--- src/rtl/fifo_pkg.sv ---
// Shared types and sizing helpers for the FIFO word unpacker.
package fifo_pkg;

    typedef enum logic [1:0] {
        ST_IDLE = 2'd0,
        ST_LOAD = 2'd1,
        ST_SEND = 2'd2
    } state_t;

    function automatic int calc_beats(input int data_w, input int out_w);
        return data_w / out_w;
    endfunction

    function automatic int calc_idx_w(input int beats);
        return (beats > 1) ? $clog2(beats) : 1;
    endfunction

endpackage

--- src/rtl/fifo_word_unpacker.sv ---
// Fetches words from a registered-read FIFO and emits them as out_width beats
// with valid/ready handshake, optionally most-significant slice first.
//
// state | meaning
// IDLE  | no word held; fetch when enabled and FIFO not empty
// LOAD  | FIFO read data valid this cycle; capture into shift register
// SEND  | presenting beats; on last accepted beat fetch again or go idle
module fifo_word_unpacker
    import fifo_pkg::*;
#(
    parameter int data_width = 32,
    parameter int out_width  = 8,
    parameter int msb_first  = 0
) (
    input  logic                  clk,
    input  logic                  rst,
    input  logic                  en,
    input  logic                  fifo_empty,
    input  logic [data_width-1:0] fifo_data,
    output logic                  fifo_rd_ena,
    output logic [out_width-1:0]  out_data,
    output logic                  out_valid,
    input  logic                  out_ready,
    output logic                  out_last,
    output logic                  busy,
    output logic [15:0]           word_cnt
);

    localparam int BEATS = calc_beats(data_width, out_width);
    localparam int IDX_W = calc_idx_w(BEATS);
    localparam logic [IDX_W-1:0] LAST_IDX = IDX_W'(BEATS - 1);

    state_t                  state;
    logic [IDX_W-1:0]        beat_idx;
    logic [data_width-1:0]   shreg;
    logic [out_width-1:0]    slice;
    logic                    accept;
    logic                    last_accept;
    logic                    fetch;

    assign accept      = (state == ST_SEND) && out_ready;
    assign last_accept = accept && (beat_idx == LAST_IDX);
    // Reset gates every output so nothing leaks while rst is held low.
    assign fetch       = rst && en && !fifo_empty &&
                         ((state == ST_IDLE) || last_accept);

    assign fifo_rd_ena = fetch;
    assign out_valid   = rst && (state == ST_SEND);
    assign out_last    = out_valid && (beat_idx == LAST_IDX);
    assign busy        = rst && (state != ST_IDLE);

    always_comb begin
        slice = shreg[out_width-1:0];
        if (msb_first != 0) begin
            slice = shreg[data_width-1 -: out_width];
        end
        out_data = rst ? slice : '0;
    end

    always_ff @(posedge clk) begin
        if (!rst) begin
            state    <= ST_IDLE;
            beat_idx <= '0;
            shreg    <= '0;
            word_cnt <= '0;
        end else begin
            case (state)
                ST_IDLE: begin
                    if (fetch) begin
                        state <= ST_LOAD;
                    end
                end
                ST_LOAD: begin
                    shreg    <= fifo_data;
                    beat_idx <= '0;
                    state    <= ST_SEND;
                end
                ST_SEND: begin
                    if (accept) begin
                        if (beat_idx == LAST_IDX) begin
                            word_cnt <= word_cnt + 16'd1;
                            beat_idx <= '0;
                            state    <= fetch ? ST_LOAD : ST_IDLE;
                        end else begin
                            beat_idx <= beat_idx + 1'b1;
                            shreg    <= (msb_first != 0) ? (shreg << out_width)
                                                         : (shreg >> out_width);
                        end
                    end
                end
                default: begin
                    state <= ST_IDLE;
                end
            endcase
        end
    end

endmodule

--- config.mk ---
export PLATFORM = sky130hd
export DESIGN_NAME = fifo_word_unpacker
export DESIGN_NICKNAME = d
export VERILOG_FILES = /design/src/rtl/fifo_pkg.sv /design/src/rtl/fifo_word_unpacker.sv
export SDC_FILE = /design/constraint.sdc
export NUM_CORES = 1
export LEC_CHECK = 0
export BUFFER_PORTS_ARGS = -buffer_cell sky130_fd_sc_hd__clkbuf_2
export CAP_MARGIN = 10
export CORE_ASPECT_RATIO = 0.75
export CORE_MARGIN = 2
export CORE_UTILIZATION = 45
export DETAILED_ROUTE_END_ITERATION = 6
export PLACE_DENSITY = 0.8
export RECOVER_POWER = 50
export SLEW_MARGIN = 10
export SYNTH_ARGS = -nofsm -noshare
export SYNTH_HDL_FRONTEND = slang
export SYNTH_SLANG_ARGS = --single-unit
export TNS_END_PERCENT = 50
--- constraint.sdc ---
create_clock -name clk -period 1.76 [get_ports clk]
set_input_delay 0.088 -clock clk [delete_from_list [all_inputs] [get_ports clk]]
set_output_delay 0.088 -clock clk [all_outputs]
set_load 0.005 [all_outputs]
# After elaboration in Yosys (flattened, before gate mapping)
# Cells that the tools add are included.
[classes]
n_addsub = 2
eq_ne = 7
n_mux = 12
n_reduce_logical = 17
[op_table]
columns = ["cell", "count"]
rows = [
  ["$mux 32", 2],
  ["$pmux 32 s2", 1],
  ["$add 16x1->16 const B", 1],
  ["$mux 2", 5],
  ["$reduce_and 3->1", 3],
  ["$logic_and 1x1->1", 8],
  ["$mux 8", 1],
  ["$ne 2x2->1 const B", 3],
  ["$pmux 2 s3", 1],
  ["$eq 2x2->1 const B", 2],
  ["$pmux 2 s2", 1],
  ["$reduce_bool 2->1", 2],
  ["$add 2x1->2 const B", 1],
  ["$eq 2x1->1 const B", 1],
  ["$logic_not 2->1", 1],
  ["$ne 2x1->1 const B", 1],
  ["$reduce_and 2->1", 1],
  ["$logic_not 1->1", 1],
  ["$logic_or 1x1->1", 1],
  ["$mux 1", 1],
]
[totals]
register_bits = 52
inputBits = 37
out_inout_bits = 28
wordCells = 42

# Longest topological paths before layout
[depth]
word_depth = 9
ltp_mapped = 7
depth_no_buf = 5

# Least setup slack after synthesis
# Ideal clock, no wire load.
[synth_path]
path_type = "register -> register"
start = "register beat_idx[0]"
end = "register word_cnt[14]"
setup_ns = 0.071
arrival_time_ns = 1.770
required_ns = 1.689
setup_slack_ns = -0.080
path_stages_with_launch = 6
path_buffers = 0
period_less_slack_ns = 1.840
path_cell_list = "dfxtp_1 -> ha_1 -> nand4b_4 -> or4_4 -> or3_1 -> a21oi_1"
[synth_via]
elab_chain_len = 2
[synth_lines]
columns = ["item", "line", "rtl"]
rows = [
  ["start, declared", "fifo_word_unpacker.sv:34", "logic [IDX_W-1:0] beat_idx;"],
  ["start signal, assigned", "fifo_word_unpacker.sv:85", "beat_idx <= beat_idx + 1'b1;"],
  ["$eq 2x2->1", "fifo_word_unpacker.sv:80", "if (beat_idx == LAST_IDX) begin"],
  ["$reduce_and 3->1 (no line)", "-", ""],
  ["end signal, assigned", "fifo_word_unpacker.sv:81", "word_cnt <= word_cnt + 16'd1;"],
  ["end, declared", "fifo_word_unpacker.sv:26", "output logic [15:0] word_cnt"],
]
# Every way passes these cells.
# A chain may end at the register's enable or synchronous reset.

# Worst setup path in the final report
[layout_path]
start = "register word_cnt[8]"
end = "register word_cnt[14]"
[layout_via]
elab_chain_len = 1
[layout_lines]
columns = ["item", "line"]
rows = [
  ["$add 16x1->16", "fifo_word_unpacker.sv:81"],
]
# Every way passes these cells.

==> summary.md <==
| Metric | Value |
|---|---|
| Min-delay worst type | in -> reg |
| Fmax achieved | 0.583 GHz |
| Min-Delay Endpoint | shreg[24]$_SDFFE_PN0P_ |
| Pins Over Slew Limit | 0 |
| Drt total wl | 6090 um |
| Syn_nets | 339 |
| Mapped Area | 0.00236 mm^2 |
| Fin. Hold Viols | 0 |
| Final clock skew | 7.82 ps |
| DRT Pass-1 Iters | 4 |
| Detailed placement HPWL | 4090 um |
| Share of post-route cells with drive strength above 1 | 30.4% |
| CP required | 2000 ps |
| Power per Cell Area | 761 mW/mm^2 |
| Crit path launch type | register |
| RD Place Congestion | 0.822 |
| RSZ-0062 raised after global routing | true |
| Gate Count Post-Synth | 300 |
| R2R setup slack | 40 ps |
| Lkg Pwr | 0.00131 uW |
| Htree depth | 2 |
| Synth top area cells | dfxtp_1 44%, nand2_1 11%, a311oi_1 8.9% |
| CP Max Fanout | 4 |
| Setup_tns | 0 ps |
| Final Critical Period | 1720 ps |
| Core area | 0.00498 mm^2 |
| CTS Sinks | 52 |
| Clk slew on worst S/H paths | 100 ps |
| GRT overflow | 0 |
| Num CTS Buffers | 5 |
| Initial core utilization | 47.5% |
| WHS Path Cells | 3 |
| Wire length per cell | 13.6 um |
| Ant diodes | 0 |
| Synth top area share | 44.0% |
| Setup-failing EPs final | 0 |
| Worst-margin pin slew | 412 ps |
| Number of global-route vias before repair | 2032 |
| First-pass GRT wire length | 9720 um |
| Ys Warns | 0 |
| Worst slew margin | 72.5% |
| Seq cells post-synth | 52 |
| Routed vias/inst | 5.18 |
| Nets@finish | 413 |
| # DRC | 0 |
| Setup ws final | 44.8 ps |
| Die area | 0.00586 mm^2 |
| Root Buffer | clkbuf_8 |
| ANT nets after route | 0 |
| Reg-to-Reg End | word_cnt[14]$_SDFFE_PN0P_ |
| Area growth syn-to-layout | 31.6% |
| Worst slack, placed | 21.1 ps |
| Type of destination of the critical path | register |
| Pin count of the biggest net entering global routing | 49 |
| CTS tree | done |
| Reg2Reg Depth | 4 |
| Die H | 66.8 um |
| RR Startpoint | word_cnt[8]$_SDFFE_PN0P_ |
| Synth area leader | dfxtp_1 |
| Critical path start-end classification | reg -> reg |
| Maximum root-to-sink buffer count | 2 |
| Fin crit share | 97.5% |
| Iteration-0 DRC Markers | 87 |
| Worst EP arrival | 1960 ps |
| Die W | 87.7 um |
| Avg Cell Area, Syn | 7.88 um^2 |
| GRT Total Usage | 21.4% |
| Clock Latency Late Sink | 310 ps |
| Status | complete, no violations |
| Maximum vdd drop | 0.375 mV |
| Synth cell types | 33 |
| Sequential share of the synthesized area | 44.0% |
| Initial antenna violation count | 0 |
| Port Buffers | 64 |
| I/O Pins | 65 |
| Routed vias | 2315 |
| Row Count | 22 |
| Hold Path Origin | fifo_data[24] |
| MaxCap Viol Count | 0 |
[worst max path at each step]
stage,from,to,cells past startpoint
global route,beat_idx[0]$_SDFFE_PN0P_,fifo_rd_ena,6
floorplan,beat_idx[1]$_SDFFE_PN0P_,word_cnt[14]$_SDFFE_PN0P_,5
detailed placement,beat_idx[1]$_SDFFE_PN0P_,shreg[23]$_SDFFE_PN0P_,7
finish,word_cnt[8]$_SDFFE_PN0P_,word_cnt[14]$_SDFFE_PN0P_,4
global placement,beat_idx[1]$_SDFFE_PN0P_,word_cnt[14]$_SDFFE_PN0P_,5
CTS,beat_idx[1]$_SDFFE_PN0P_,word_cnt[14]$_SDFFE_PN0P_,5
[cells in the mapped netlist, drive strengths merged]
cell	n
a21boi	1
a21oi	15
a311oi	24
and2	8
and2b	2
and3	2
and4b	1
buf	5
clkbuf	17
dfxtp	52
ha	2
inv	4
mux2i	3
nand2	67
nand2b	4
nand3	17
nand4	3
nand4b	1
nor2	42
nor2b	1
nor3	5
nor3b	1
nor4	3
o21ai	3
o21ba	1
o21bai	1
or2b	2
or3	2
or4	1
xnor2	8
xor2	2
[cell families after synthesis]
kind of cell / share of synthesized area [%]
adders and majority gates: 1.06
buffers and inverters: 4.66
xor gates and xnor gates: 3.70
DFF: 44.0
AOI/OAI and AO/OA: 13.8
muxes: 1.27
and+or+nand+nor: 31.5
[layer usage]
| layer | routed length [um] | track usage (%) |
|---|---|---|
| met1 | 2880 | 29.7 |
| met2 | 2800 | 33.3 |
| met3 | 341 | 4.83 |
| met4 | 66 | 6.15 |
| met5 | 0 | 0 |
[critical path, cell delays in order, from the launching register on]
cell	delay [ps]
dfxtp_1	410
nand3_1	210
or4_4	540
or3_4	380
a21oi_2	120
[registers in the layout (all words and copies together) (netlist names)]
signal,cells
shreg,32
word_cnt,16
beat_idx,2
state,2
[layout make-up]
cell class	instances	area, um^2
clock buffers	5	68.8
clock inverters	3	42.5
fillers	433	1870
inverters	4	15.0
multi-input cells	222	1280
flip-flops and latches	52	1050
well taps	72	90.1
repair buffers	89	564
[power breakdown]
| group | total (uW) | switching (uW) | leakage [uW] | internal, uW |
|---|---|---|---|---|
| logic | 290 | 156 | 0.000833 | 134 |
| registers | 1250 | 27.6 | 0.000425 | 1230 |
| clock network | 824 | 403 | 0.0000541 | 421 |
[repair_timing]
item | CTS | global route
hold buffers | 1 | 0
setup endpoints to repair | 2 | 29
pin swaps | 1 | 4
hold endpoints to repair | 1 | 0
setup buffers | 2 | 3
gates resized for setup | 1 | 13
cloned | 0 | 1
[layout by cell type, fill, tap and decap left out, drive strengths merged]
cell | synthesis | routed
o21ai | 3 | 3
nand4 | 3 | 3
nand2b | 4 | 4
a311oi | 24 | 24
clkinv | 0 | 1
and3 | 2 | 2
o21bai | 1 | 1
nand4b | 1 | 1
dfxtp | 52 | 52
ha | 2 | 2
bufinv | 0 | 1
and2 | 8 | 8
a21boi | 1 | 1
clkbuf | 17 | 71
nor2b | 1 | 1
a21oi | 15 | 15
dlygate4sd3 | 0 | 1
clkinvlp | 0 | 1
nor4 | 3 | 3
xnor2 | 8 | 8
inv | 4 | 4
and4b | 1 | 1
buf | 5 | 22
nor3b | 1 | 1
or2b | 2 | 2
nand2 | 67 | 67
and2b | 2 | 2
or4 | 1 | 1
mux2i | 3 | 3
nor3 | 5 | 5
nor2 | 42 | 42
or3 | 2 | 2
xor2 | 2 | 2
nand3 | 17 | 17
o21ba | 1 | 1
[metrics by stage]
stage	utilization, %	area (um^2)	hold slack [ps]	power, uW	instances
4_1_cts	60.5	3020	4.49	2360	443
2_1_floorplan	-	2380	166	1440	300
3_3_place_gp	57.8	2880	285	1540	432
5_1_grt	62.5	3110	9.73	2480	447
6_report	62.5	3110	7.56	2370	447
3_5_place_dp	57.8	2880	294	1550	432
Note: power is estimated with default switching activity, not from simulation.
